$ cat src/rtl/mem_arbiter_if.sv
// rtl/mem_arbiter_if.sv - fetch, data and memory signal bundle for mem_arbiter
//
// Purpose: groups the fetch port, data port and single-port memory port of the
// arbiter so they travel as one interface.
// Modports:
//   slave  - the arbiter's view (takes requests and memory responses, drives
//            acks, read data and memory commands)
//   master - the environment's view (drives requests and memory responses)
// Signals:
//   if_req/if_addr/if_rdata/if_ack                 fetch read port
//   d_req/d_we/d_width/d_addr/d_wdata/
//   d_rdata/d_ack/d_err                            data load/store port
//   mem_req/mem_we/mem_addr/mem_wstrb/mem_wdata/
//   mem_rdata/mem_ready                            single-port memory

interface mem_arbiter_if;
  logic        if_req;
  logic [31:0] if_addr;
  logic [31:0] if_rdata;
  logic        if_ack;

  logic        d_req;
  logic        d_we;
  logic [2:0]  d_width;
  logic [31:0] d_addr;
  logic [31:0] d_wdata;
  logic [31:0] d_rdata;
  logic        d_ack;
  logic        d_err;

  logic        mem_req;
  logic        mem_we;
  logic [31:0] mem_addr;
  logic [3:0]  mem_wstrb;
  logic [31:0] mem_wdata;
  logic [31:0] mem_rdata;
  logic        mem_ready;

  modport slave (
    input  if_req, if_addr,
    output if_rdata, if_ack,
    input  d_req, d_we, d_width, d_addr, d_wdata,
    output d_rdata, d_ack, d_err,
    output mem_req, mem_we, mem_addr, mem_wstrb, mem_wdata,
    input  mem_rdata, mem_ready
  );

  modport master (
    output if_req, if_addr,
    input  if_rdata, if_ack,
    output d_req, d_we, d_width, d_addr, d_wdata,
    input  d_rdata, d_ack, d_err,
    input  mem_req, mem_we, mem_addr, mem_wstrb, mem_wdata,
    output mem_rdata, mem_ready
  );
endinterface

$ cat src/rtl/mem_arbiter.sv
// rtl/mem_arbiter.sv - fetch/data arbiter in front of a single-port memory
//
// Purpose: shares one memory port between an instruction fetch requester and a
// load/store requester. Data normally wins; a waiting fetch is forced through
// after STARVE_LIMIT consecutive data grants. Misaligned or invalid-width data
// accesses are rejected without touching memory. Loads are lane-shifted and
// sign/zero-extended, stores get byte strobes and lane-replicated data.
// Ports:
//   clk    - sole clock, rising edge
//   reset  - asynchronous, active-low
//   bus    - mem_arbiter_if.slave (fetch port, data port, memory port)
// All outputs come straight from flops.

module mem_arbiter #(
  parameter int STARVE_LIMIT = 4
) (
  input  logic         clk,
  input  logic         reset,
  mem_arbiter_if.slave bus
);

  localparam int CNT_W = (STARVE_LIMIT < 1) ? 1 : $clog2(STARVE_LIMIT + 1);
  localparam logic [CNT_W-1:0] LIMIT = CNT_W'(STARVE_LIMIT);

  localparam logic [1:0] IDLE    = 2'd0;
  localparam logic [1:0] GRANT_I = 2'd1;
  localparam logic [1:0] GRANT_D = 2'd2;
  localparam logic [1:0] DONE    = 2'd3;

  localparam logic [2:0] F3_B  = 3'b000;
  localparam logic [2:0] F3_H  = 3'b001;
  localparam logic [2:0] F3_W  = 3'b010;
  localparam logic [2:0] F3_BU = 3'b100;
  localparam logic [2:0] F3_HU = 3'b101;

  logic [1:0]       state_q, state_d;
  logic [CNT_W-1:0] starve_cnt_q, starve_cnt_d;
  logic             mem_req_q, mem_req_d;
  logic             mem_we_q, mem_we_d;
  logic [31:0]      mem_addr_q, mem_addr_d;
  logic [3:0]       mem_wstrb_q, mem_wstrb_d;
  logic [31:0]      mem_wdata_q, mem_wdata_d;
  logic [2:0]       width_q, width_d;
  logic [1:0]       off_q, off_d;
  logic             if_ack_q, if_ack_d;
  logic [31:0]      if_rdata_q, if_rdata_d;
  logic             d_ack_q, d_ack_d;
  logic             d_err_q, d_err_d;
  logic [31:0]      d_rdata_q, d_rdata_d;

  logic             d_bad;
  logic             starved;

  // Store strobes: width code bits [1:0] select B/H/W; BU/HU stores behave as B/H.
  function automatic logic [3:0] store_strb(input logic [2:0] f3, input logic [1:0] off);
    logic [3:0] s;
    s = 4'b1111;
    case (f3[1:0])
      2'b00:   s = 4'b0001 << off;
      2'b01:   s = 4'b0011 << off;
      default: s = 4'b1111;
    endcase
    return s;
  endfunction

  // Replicate right-aligned store data across every lane it could land in.
  function automatic logic [31:0] store_data(input logic [2:0] f3, input logic [31:0] wd);
    logic [31:0] r;
    r = wd;
    case (f3[1:0])
      2'b00:   r = {4{wd[7:0]}};
      2'b01:   r = {2{wd[15:0]}};
      default: r = wd;
    endcase
    return r;
  endfunction

  // Bring the addressed lane down to bit 0, then extend to 32 bits.
  function automatic logic [31:0] load_align(input logic [31:0] word, input logic [2:0] f3,
                                             input logic [1:0] off);
    logic [31:0] s;
    logic [31:0] r;
    s = word >> {off, 3'b000};
    r = '0;
    case (f3)
      F3_B:    r = {{24{s[7]}}, s[7:0]};
      F3_H:    r = {{16{s[15]}}, s[15:0]};
      F3_BU:   r = {24'h0, s[7:0]};
      F3_HU:   r = {16'h0, s[15:0]};
      F3_W:    r = s;
      default: r = '0;
    endcase
    return r;
  endfunction

  // Rejection rule: unknown width codes, odd halfwords, non-word-aligned words.
  always_comb begin
    d_bad = 1'b0;
    case (bus.d_width)
      F3_B, F3_BU: d_bad = 1'b0;
      F3_H, F3_HU: d_bad = bus.d_addr[0];
      F3_W:        d_bad = |bus.d_addr[1:0];
      default:     d_bad = 1'b1;
    endcase
  end

  always_comb begin
    state_d      = state_q;
    starve_cnt_d = starve_cnt_q;
    mem_req_d    = mem_req_q;
    mem_we_d     = mem_we_q;
    mem_addr_d   = mem_addr_q;
    mem_wstrb_d  = mem_wstrb_q;
    mem_wdata_d  = mem_wdata_q;
    width_d      = width_q;
    off_d        = off_q;
    if_ack_d     = 1'b0;
    if_rdata_d   = '0;
    d_ack_d      = 1'b0;
    d_err_d      = 1'b0;
    d_rdata_d    = '0;
    starved      = bus.if_req && (starve_cnt_q == LIMIT);

    case (state_q)
      IDLE: begin
        if (bus.d_req && !starved) begin
          // A rejected access still uses the arbitration slot, so it counts
          // against a waiting fetch just like a real data grant.
          if (!bus.if_req) begin
            starve_cnt_d = '0;
          end else if (starve_cnt_q != LIMIT) begin
            starve_cnt_d = starve_cnt_q + CNT_W'(1);
          end
          if (d_bad) begin
            state_d = DONE;
            d_ack_d = 1'b1;
            d_err_d = 1'b1;
          end else begin
            state_d     = GRANT_D;
            mem_req_d   = 1'b1;
            mem_we_d    = bus.d_we;
            mem_addr_d  = {bus.d_addr[31:2], 2'b00};
            mem_wstrb_d = bus.d_we ? store_strb(bus.d_width, bus.d_addr[1:0]) : 4'b0000;
            mem_wdata_d = bus.d_we ? store_data(bus.d_width, bus.d_wdata) : 32'h0;
            width_d     = bus.d_width;
            off_d       = bus.d_addr[1:0];
          end
        end else if (bus.if_req) begin
          state_d      = GRANT_I;
          starve_cnt_d = '0;
          mem_req_d    = 1'b1;
          mem_we_d     = 1'b0;
          mem_addr_d   = {bus.if_addr[31:2], 2'b00};
          mem_wstrb_d  = 4'b0000;
          mem_wdata_d  = 32'h0;
        end else begin
          starve_cnt_d = '0;
        end
      end

      GRANT_I, GRANT_D: begin
        // mem_req_q is always set here; the qualifier keeps a stray mem_ready
        // from ever being taken as a completion.
        if (bus.mem_ready && mem_req_q) begin
          state_d     = DONE;
          mem_req_d   = 1'b0;
          mem_we_d    = 1'b0;
          mem_addr_d  = 32'h0;
          mem_wstrb_d = 4'b0000;
          mem_wdata_d = 32'h0;
          if (state_q == GRANT_I) begin
            if_ack_d   = 1'b1;
            if_rdata_d = bus.mem_rdata;
          end else begin
            d_ack_d   = 1'b1;
            d_rdata_d = mem_we_q ? 32'h0 : load_align(bus.mem_rdata, width_q, off_q);
          end
        end
      end

      DONE: begin
        state_d = IDLE;
      end

      default: begin
        state_d = IDLE;
      end
    endcase
  end

  always_ff @(posedge clk or negedge reset) begin
    if (!reset) begin
      state_q      <= IDLE;
      starve_cnt_q <= '0;
      mem_req_q    <= 1'b0;
      mem_we_q     <= 1'b0;
      mem_addr_q   <= 32'h0;
      mem_wstrb_q  <= 4'b0000;
      mem_wdata_q  <= 32'h0;
      width_q      <= 3'b000;
      off_q        <= 2'b00;
      if_ack_q     <= 1'b0;
      if_rdata_q   <= 32'h0;
      d_ack_q      <= 1'b0;
      d_err_q      <= 1'b0;
      d_rdata_q    <= 32'h0;
    end else begin
      state_q      <= state_d;
      starve_cnt_q <= starve_cnt_d;
      mem_req_q    <= mem_req_d;
      mem_we_q     <= mem_we_d;
      mem_addr_q   <= mem_addr_d;
      mem_wstrb_q  <= mem_wstrb_d;
      mem_wdata_q  <= mem_wdata_d;
      width_q      <= width_d;
      off_q        <= off_d;
      if_ack_q     <= if_ack_d;
      if_rdata_q   <= if_rdata_d;
      d_ack_q      <= d_ack_d;
      d_err_q      <= d_err_d;
      d_rdata_q    <= d_rdata_d;
    end
  end

  assign bus.mem_req   = mem_req_q;
  assign bus.mem_we    = mem_we_q;
  assign bus.mem_addr  = mem_addr_q;
  assign bus.mem_wstrb = mem_wstrb_q;
  assign bus.mem_wdata = mem_wdata_q;
  assign bus.if_ack    = if_ack_q;
  assign bus.if_rdata  = if_rdata_q;
  assign bus.d_ack     = d_ack_q;
  assign bus.d_err     = d_err_q;
  assign bus.d_rdata   = d_rdata_q;

endmodule

$ cat src/flat_wrapper.sv
// flat-port wrapper written by rule: the top's interface ports become plain ports
module mem_arbiter_flat 
#(
  parameter int STARVE_LIMIT = 4
)
  (clk, reset, bus_if_req, bus_if_addr, bus_if_rdata, bus_if_ack, bus_d_req, bus_d_we, bus_d_width, bus_d_addr, bus_d_wdata, bus_d_rdata, bus_d_ack, bus_d_err, bus_mem_req, bus_mem_we, bus_mem_addr, bus_mem_wstrb, bus_mem_wdata, bus_mem_rdata, bus_mem_ready);
  mem_arbiter_if bus_i ();
  input  logic clk;
  input  logic reset;
  input wire logic [$bits(bus_i.if_req)-1:0] bus_if_req;
  input wire logic [$bits(bus_i.if_addr)-1:0] bus_if_addr;
  output wire logic [$bits(bus_i.if_rdata)-1:0] bus_if_rdata;
  output wire logic [$bits(bus_i.if_ack)-1:0] bus_if_ack;
  input wire logic [$bits(bus_i.d_req)-1:0] bus_d_req;
  input wire logic [$bits(bus_i.d_we)-1:0] bus_d_we;
  input wire logic [$bits(bus_i.d_width)-1:0] bus_d_width;
  input wire logic [$bits(bus_i.d_addr)-1:0] bus_d_addr;
  input wire logic [$bits(bus_i.d_wdata)-1:0] bus_d_wdata;
  output wire logic [$bits(bus_i.d_rdata)-1:0] bus_d_rdata;
  output wire logic [$bits(bus_i.d_ack)-1:0] bus_d_ack;
  output wire logic [$bits(bus_i.d_err)-1:0] bus_d_err;
  output wire logic [$bits(bus_i.mem_req)-1:0] bus_mem_req;
  output wire logic [$bits(bus_i.mem_we)-1:0] bus_mem_we;
  output wire logic [$bits(bus_i.mem_addr)-1:0] bus_mem_addr;
  output wire logic [$bits(bus_i.mem_wstrb)-1:0] bus_mem_wstrb;
  output wire logic [$bits(bus_i.mem_wdata)-1:0] bus_mem_wdata;
  input wire logic [$bits(bus_i.mem_rdata)-1:0] bus_mem_rdata;
  input wire logic [$bits(bus_i.mem_ready)-1:0] bus_mem_ready;
  assign bus_i.if_req = bus_if_req;
  assign bus_i.if_addr = bus_if_addr;
  assign bus_if_rdata = bus_i.if_rdata;
  assign bus_if_ack = bus_i.if_ack;
  assign bus_i.d_req = bus_d_req;
  assign bus_i.d_we = bus_d_we;
  assign bus_i.d_width = bus_d_width;
  assign bus_i.d_addr = bus_d_addr;
  assign bus_i.d_wdata = bus_d_wdata;
  assign bus_d_rdata = bus_i.d_rdata;
  assign bus_d_ack = bus_i.d_ack;
  assign bus_d_err = bus_i.d_err;
  assign bus_mem_req = bus_i.mem_req;
  assign bus_mem_we = bus_i.mem_we;
  assign bus_mem_addr = bus_i.mem_addr;
  assign bus_mem_wstrb = bus_i.mem_wstrb;
  assign bus_mem_wdata = bus_i.mem_wdata;
  assign bus_i.mem_rdata = bus_mem_rdata;
  assign bus_i.mem_ready = bus_mem_ready;
  mem_arbiter #(.STARVE_LIMIT(STARVE_LIMIT)) u_core (.clk(clk), .reset(reset), .bus(bus_i));
endmodule
$ cat config.mk
export PLATFORM = sky130hd
export DESIGN_NAME = mem_arbiter_flat
export DESIGN_NICKNAME = d
export VERILOG_FILES = /design/src/rtl/mem_arbiter_if.sv /design/src/rtl/mem_arbiter.sv /design/src/flat_wrapper.sv
export SDC_FILE = /design/constraint.sdc
export NUM_CORES = 1
export LEC_CHECK = 0
export ABC_AREA = 1
export BUFFER_PORTS_ARGS = -buffer_cell sky130_fd_sc_hd__buf_2
export CAP_MARGIN = 20
export CORE_MARGIN = 2
export CORE_UTILIZATION = 50
export CTS_CLUSTER_SIZE = 16
export DETAILED_ROUTE_END_ITERATION = 6
export GPL_ROUTABILITY_DRIVEN = 0
export PLACE_DENSITY = 0.81
export SLEW_MARGIN = 15
export SYNTH_ARGS = -nofsm -noshare
export SYNTH_HDL_FRONTEND = slang
export SYNTH_SLANG_ARGS = --single-unit
$ cat constraint.sdc
create_clock -name clk -period 3.21 [get_ports clk]
set_clock_uncertainty 0.15 [all_clocks]
set_input_delay 0.642 -clock clk [delete_from_list [all_inputs] [get_ports clk]]
set_output_delay 0.642 -clock clk [all_outputs]
set_load 0.03 [all_outputs]
==> key figures, run 1 <==
Clocking
  • # hold bufs at CTS: 0
  • TritonCTS clock tree: done
  • Setup bufs post-CTS: 0
  • Htree depth: 4
  • Clk Tree Root Cell: clkbuf_16
  • CTS buffer count: 17
  • Skew-Pair Late Insertion Delay: 0.42 ns
  • CTS Sinks: 145
  • Clock transition at the registers of the reported paths: 0.06 ns
  • Post_cts resized: 0
  • Clock Tree Buf Depth: 2

Placement
  • Port Buffers: 269
  • Placed Instances: 1382
  • Placed cell area: 8650 um^2
  • Placed wire-length estimate: 13700 um

Synthesis
  • Synth top area share: 50.0%
  • FF+latch count, synth: 145
  • Cell Area, Synth: 7250 um^2
  • Synth cell types: 28
  • Syn Area/Cell: 7.43 um^2
  • Synth top area cells: dfrtp_1 50%, nand2_1 18%, inv_1 6.1%
  • Sequential share of the synthesized area: 50.0%
  • Largest family of logic cells by synthesized area: simple AND/OR/NAND/NOR gates
  • Post-Synth XOR/XNOR Area: 0.121%
  • Mux share of post-synthesis cell area: 0%
  • Synth area leader: dfrtp_1
  • Synth Area in Simple Gates: 31.7%
  • Complex-gate fraction of the synthesized area: 6.54%
  • Adder-cell share of the synthesized area: 1.04%
  • Synthesis warning total: 0
  • Cell count after synthesis: 976

Floorplanning
  • Starting Density: 50.5%
  • # rows: 44
  • Die Span Y: 124 um
  • CORE AREA: 14400 um^2
  • Die W: 124 um
  • Die ar.: 15500 um^2
  • Num ports: 274

Route
  • Routed Antenna Nets: 0
  • Via-to-Cell Ratio: 5.03
  • Met3 WL post-DR: 1650 um
  • Met1 wire length: 7830 um
  • Via count: 7123
  • Residual DRC: 0
  • Avg WL per Cell: 13.9 um
  • Drt first pass iters: 5
  • DR top layer: met4
  • Initial DRC count: 607
  • Met2 wire len: 9700 um
  • Final wirelength: 19700 um

Timing
  • Tmin final: 2.65 ns
  • Final TNS setup: 0 ns
  • Slew Limit Headroom: 32.1%
  • Final worst-path cycle share: 82.4%
  • Final count of hold timing violations: 0
  • Pins Over Slew Limit: 0
  • Hold_ws: 0.0913 ns
  • Fmax: 0.378 GHz
  • Final setup viols: 0
  • RSZ-0062 raised after global routing: false
  • Worst slew pin tran: 1.02 ns

Pwr
  • Comb pwr share: 47.7%
  • Switching Share: 47.2%
  • Sequential share of power: 29.8%
  • VDD IR max: 643 uV
  • Int Power: 4.69 mW
  • Pwr Density: 961 nW/um^2
  • Clk pwr share: 22.5%
  • Pleak: 5.76 nW
  • Total Power: 8.89 mW
  • Switching power: 4.19 mW

Finish
  • Area grow syn2layout: 27.5%
  • Count of non-filler cells in the finished layout: 1415
  • Most frequent cells in the layout: 350 x nand2_1, 268 x buf_2, 145 x dfrtp_1
  • Final nets: 1360
  • Fraction of layout cells with a size suffix above 1: 26.3%
  • Most common cell after layout, fill and taps aside: nand2_1
  • Final Cell Area: 9250 um^2

Setup path
  • Slowest-stage cell, CP: ha_1
  • Delay-heaviest family, CP: buffers and inverters
  • Crit-path most repeated cell: inv_1
  • Worst endpoint required time: 3.41 ns
  • CP Capture Type: flip-flop
  • FF-to-FF setup slack: 0.56 ns
  • Crit Reg-Reg Startpoint: u_core.state_q[0]$_DFFE_PN0P_
  • Buf/Inv on CP: 3
  • CP startpoint kind: flip-flop
  • CP arrival: 2.85 ns
  • Critical path type: reg2reg
  • FF-to-FF End: u_core.bus.d_rdata[26]$_DFF_PN0_
  • CP Max Fanout: 17
  • Max incr delay on CP: 0.63 ns
  • CP Cell Sequence: inv_1 -> ha_1 -> nand4_2 -> inv_1 -> nand2_1 -> inv_1
  • R2R cell count: 6

Hold path
  • Worst hold path class: in2async

Global route
  • Grt ovf: 0
  • Global Route Usage Sum: 25.7%
  • Vias in the first global route: 6617
  • Initial antenna violation count: 1
  • Pin count of the biggest net entering global routing: 146
  • First-pass GRT wire length: 32300 um

Run status
  • Outcome: finished clean

Flow run
  • Max cap viols: 0
-- how the worst max path moves through the flow --
stage	slack [ns]	to	cells after the start	startpoint
floorplan	1.36	u_core.bus.mem_wstrb[0]$_DFFE_PN0P_	11	u_core.state_q[0]$_DFFE_PN0P_
global placement	0.70	u_core.bus.d_rdata[27]$_DFF_PN0_	6	u_core.state_q[0]$_DFFE_PN0P_
detailed placement	0.67	u_core.bus.d_rdata[26]$_DFF_PN0_	6	u_core.state_q[0]$_DFFE_PN0P_
CTS	0.65	u_core.bus.d_rdata[26]$_DFF_PN0_	6	u_core.state_q[0]$_DFFE_PN0P_
global route	0.38	u_core.bus.d_rdata[26]$_DFF_PN0_	6	u_core.off_q[1]$_DFFE_PN0P_
finish	0.56	u_core.bus.d_rdata[26]$_DFF_PN0_	6	u_core.state_q[0]$_DFFE_PN0P_
-- stage by stage --
stage / worst slack (ns) / util, %
6_report: 0.564 / 64.4
5_1_grt: 0.385 / 64.3
4_1_cts: 0.647 / 64.3
3_5_place_dp: 0.672 / 60.2
3_3_place_gp: 0.702 / 60.2
2_1_floorplan: 1.36 / -
-- flip-flops by register name, indices dropped and copies added (netlist names) --
signal / flops
u_core.bus.mem_wdata: 32
u_core.bus.mem_req: 1
u_core.off_q: 2
u_core.bus.mem_wstrb: 4
u_core.starve_cnt_q: 3
u_core.bus.d_err: 1
u_core.bus.mem_addr: 30
u_core.bus.d_rdata: 32
u_core.width_q: 3
u_core.bus.if_rdata: 32
u_core.bus.mem_we: 1
u_core.bus.if_ack: 1
u_core.bus.d_ack: 1
u_core.state_q: 2
-- final cells by class --
class,instances,area [um^2]
tap,184,230
fill,1280,5120
multi-input combinational,654,2870
sequential,145,3630
inverter,120,453
timing repair buffer,279,1470
clock inverter,13,153
clock buffer,19,443
antenna,1,2.50
-- power groups by stage --
stage	clock [mW]	combinational [mW]	sequential (mW)
6_report	2.00	4.23	2.65
2_1_floorplan	0	2.26	3.53
3_5_place_dp	0	4.24	2.65
4_1_cts	2.03	4.24	2.65
5_1_grt	2.12	4.66	2.71
3_3_place_gp	0	4.14	2.66
-- Yosys cell counts, drive strengths merged --
master    n
o21a      7
conb      1
a22oi     1
nor3      9
nand3    56
nand4    34
o211ai    7
nor2    103
dfrtp   145
a21oi    16
o21ai    55
o22ai     1
inv     120
xnor2     1
nand2   355
nand3b    1
clkbuf   14
ha        6
buf      44
-- cells by family (layout without fill, tap and decap cells) --
family / Yosys count / after routing
and+or+nand+nor: 558 / 558
buffers and inverters: 178 / 431
DFF: 145 / 145
AOI/OAI and AO/OA: 87 / 87
adders and majority gates: 6 / 6
other: 1 / 3
xor gates and xnor gates: 1 / 1
-- metal layers --
layer  up-vias  GRT usage (%)
li1       3493              -
met1      3260           32.6
met2       327           42.2
met3        43           7.43
met4         0           8.92
met5         -              0
Power figures use the tool's default switching activity.
==> inputs of run 2 (changes only) <==
Clock period 3.21 ns to 2.69 ns, I/O delays scaled along.
==> run 2 against run 1 <==
Compared with the run above: design area is 0.80% higher; routed wire length down 0.32%; cell count rose by 0.57%; via count is 0.37% higher; maximum frequency rose by 23%; critical path type unchanged; critical endpoint is now u_core.bus.if_rdata[29]$_DFF_PN0_; largest power group unchanged.
==> key figures, run 2 (synthesis gave the netlist of run 1 again) <==
Timing
  • Final worst-path cycle share: 80.2% (-2.3 points)
  • Slew Limit Headroom: 35.0% (+2.9 points)
  • Pins Over Slew Limit: 0 (unchanged)
  • RSZ-0062 raised after global routing: false
  • Tmin final: 2.16 ns (-0.489 ns)
  • Fmax: 0.464 GHz (+23%)
  • Final setup viols: 0 (unchanged)
  • Fin worst setup slack: 0.534 ns (-0.0307 ns)
  • Worst slew pin tran: 0.975 ns (-0.0429 ns)
  • Final count of hold timing violations: 0 (unchanged)
  • Final TNS setup: 0 ns (unchanged)

Clocking
  • Clk Tree Root Cell: clkbuf_16
  • Htree depth: 4 (unchanged)
  • CTS Sinks: 145 (unchanged)
  • Setup bufs post-CTS: 0 (unchanged)
  • TritonCTS clock tree: done
  • Post_cts resized: 0 (unchanged)
  • Clock Tree Buf Depth: 2 (unchanged)
  • # hold bufs at CTS: 1 (+1)
  • Skew-Pair Late Insertion Delay: 0.41 ns (about the same)
  • Clock transition at the registers of the reported paths: 0.06 ns (about the same)
  • CTS buffer count: 17 (unchanged)

Route
  • Via-to-Cell Ratio: 5.02 (-0.20%)
  • Met3 WL post-DR: 1440 um (-12%)
  • Met1 wire length: 8050 um (+2.8%)
  • Met2 wire len: 9700 um (about the same)
  • Final wirelength: 19600 um (-0.32%)
  • Via count: 7149 (+0.37%)
  • Initial DRC count: 585 (-3.6%)
  • Avg WL per Cell: 13.8 um (-0.88%)
  • DR top layer: met4
  • Routed Antenna Nets: 0 (unchanged)
  • Residual DRC: 0 (unchanged)
  • Drt first pass iters: 7 (+2)

Setup path
  • CP Max Fanout: 32 (+15)
  • CP Cell Sequence: inv_1 -> ha_1 -> inv_1 -> nor3_1 -> inv_1 -> nor2_1
  • Crit-path most repeated cell: inv_1
  • CP arrival: 2.33 ns (-0.52 ns)
  • Worst endpoint required time: 2.86 ns (-0.55 ns)
  • Slowest-stage cell, CP: inv_1
  • CP startpoint kind: flip-flop
  • CP Capture Type: flip-flop
  • Critical path type: reg2reg
  • Max incr delay on CP: 0.47 ns (-0.16 ns)

Global route
  • Pin count of the biggest net entering global routing: 70 (-52%)
  • Global Route Usage Sum: 25.5% (-0.15 points)
  • Grt ovf: 0 (unchanged)
  • Initial antenna violation count: 1 (unchanged)
  • Vias in the first global route: 6587 (-0.45%)
  • First-pass GRT wire length: 32000 um (-0.98%)

Floorplanning
  • Die ar.: 15500 um^2 (unchanged)
  • Die Span Y: 124 um (unchanged)
  • CORE AREA: 14400 um^2 (unchanged)
  • # rows: 44 (unchanged)
  • Num ports: 274 (unchanged)
  • Starting Density: 50.5% (unchanged)
  • Die W: 124 um (unchanged)

Pwr
  • Pleak: 5.82 nW (+0.96%)
  • VDD IR max: 845 uV (+32%)
  • Pwr Density: 1140 nW/um^2 (+19%)

Finish
  • N_diodes: 0 (-1)
  • Final nets: 1369 (+0.66%)
  • Most common cell after layout, fill and taps aside: nand2_1
  • Final Cell Area: 9320 um^2 (+0.80%)
  • Most frequent cells in the layout: 350 x nand2_1, 268 x buf_2, 145 x dfrtp_1
  • Fraction of layout cells with a size suffix above 1: 26.8% (+0.45 points)
  • Area grow syn2layout: 28.5%

Flow run
  • Max cap viols: 0 (unchanged)

Run status
  • Outcome: finished clean

Placement
  • Placed wire-length estimate: 14200 um (+3.5%)
  • Placed cell area: 8720 um^2 (+0.84%)
  • Port Buffers: 269 (unchanged)
  • Pre-CTS setup slack: 0.545 ns (-0.127 ns)

Hold path
  • Worst hold path class: in2reg
-- run 2: final timing paths --
check,start,end,cells past startpoint,slack [ns]
max in group asynchronous,reset,u_core.bus.mem_req$_DFFE_PN0P_,3,1.27
min in group asynchronous,reset,u_core.bus.d_rdata[13]$_DFF_PN0_,2,0.46
max,u_core.state_q[0]$_DFFE_PN0P_,u_core.bus.if_rdata[29]$_DFF_PN0_,6,0.53
min,bus_mem_rdata[30],u_core.bus.if_rdata[30]$_DFF_PN0_,3,0.20
min reg2reg,u_core.bus.mem_wdata[4]$_DFFE_PN0P_,u_core.bus.mem_wdata[4]$_DFFE_PN0P_,2,0.32
max reg2reg,u_core.state_q[0]$_DFFE_PN0P_,u_core.bus.if_rdata[29]$_DFF_PN0_,6,0.53
-- run 2: critical path, delay by kind of cell (launching register included) --
kind	cells	cell delay, ns
buf+inv	3	0.62
simple gates	2	0.55
flops	1	0.40
fa+ha+maj	1	0.33
-- run 2: layout make-up --
type                    instances  area, um^2
fillers                      1231        5050
well taps                     184         230
repair buffers                288        1550
multi-input cells             654        2870
clock buffers                  20         457
clock inverters                12         133
inverters                     120         453
flip-flops and latches        145        3630
-- run 2: report_power, final --
group	internal, mW	leakage, nW	switching, mW
clock network	1.42	0.282	0.930
registers	2.81	1.96	0.311
logic	1.49	3.57	3.70
-- run 2: per-stage QoR --
step           power [mW]  utilization (%)  hold slack (ns)  std cells
3_3_place_gp         8.20             60.7            0.302       1390
2_1_floorplan        6.91                -           0.0924        977
6_report             10.7             64.9            0.205       1423
4_1_cts              10.7             64.9            0.186       1423
5_1_grt              11.4             64.9            0.191       1423
3_5_place_dp         8.31             60.7            0.310       1390
-- run 2: routing by layer --
metal	up-vias	track usage, %
li1	3521	-
met1	3289	32.4
met2	304	42.3
met3	35	6.83
met4	0	8.86
met5	-	0
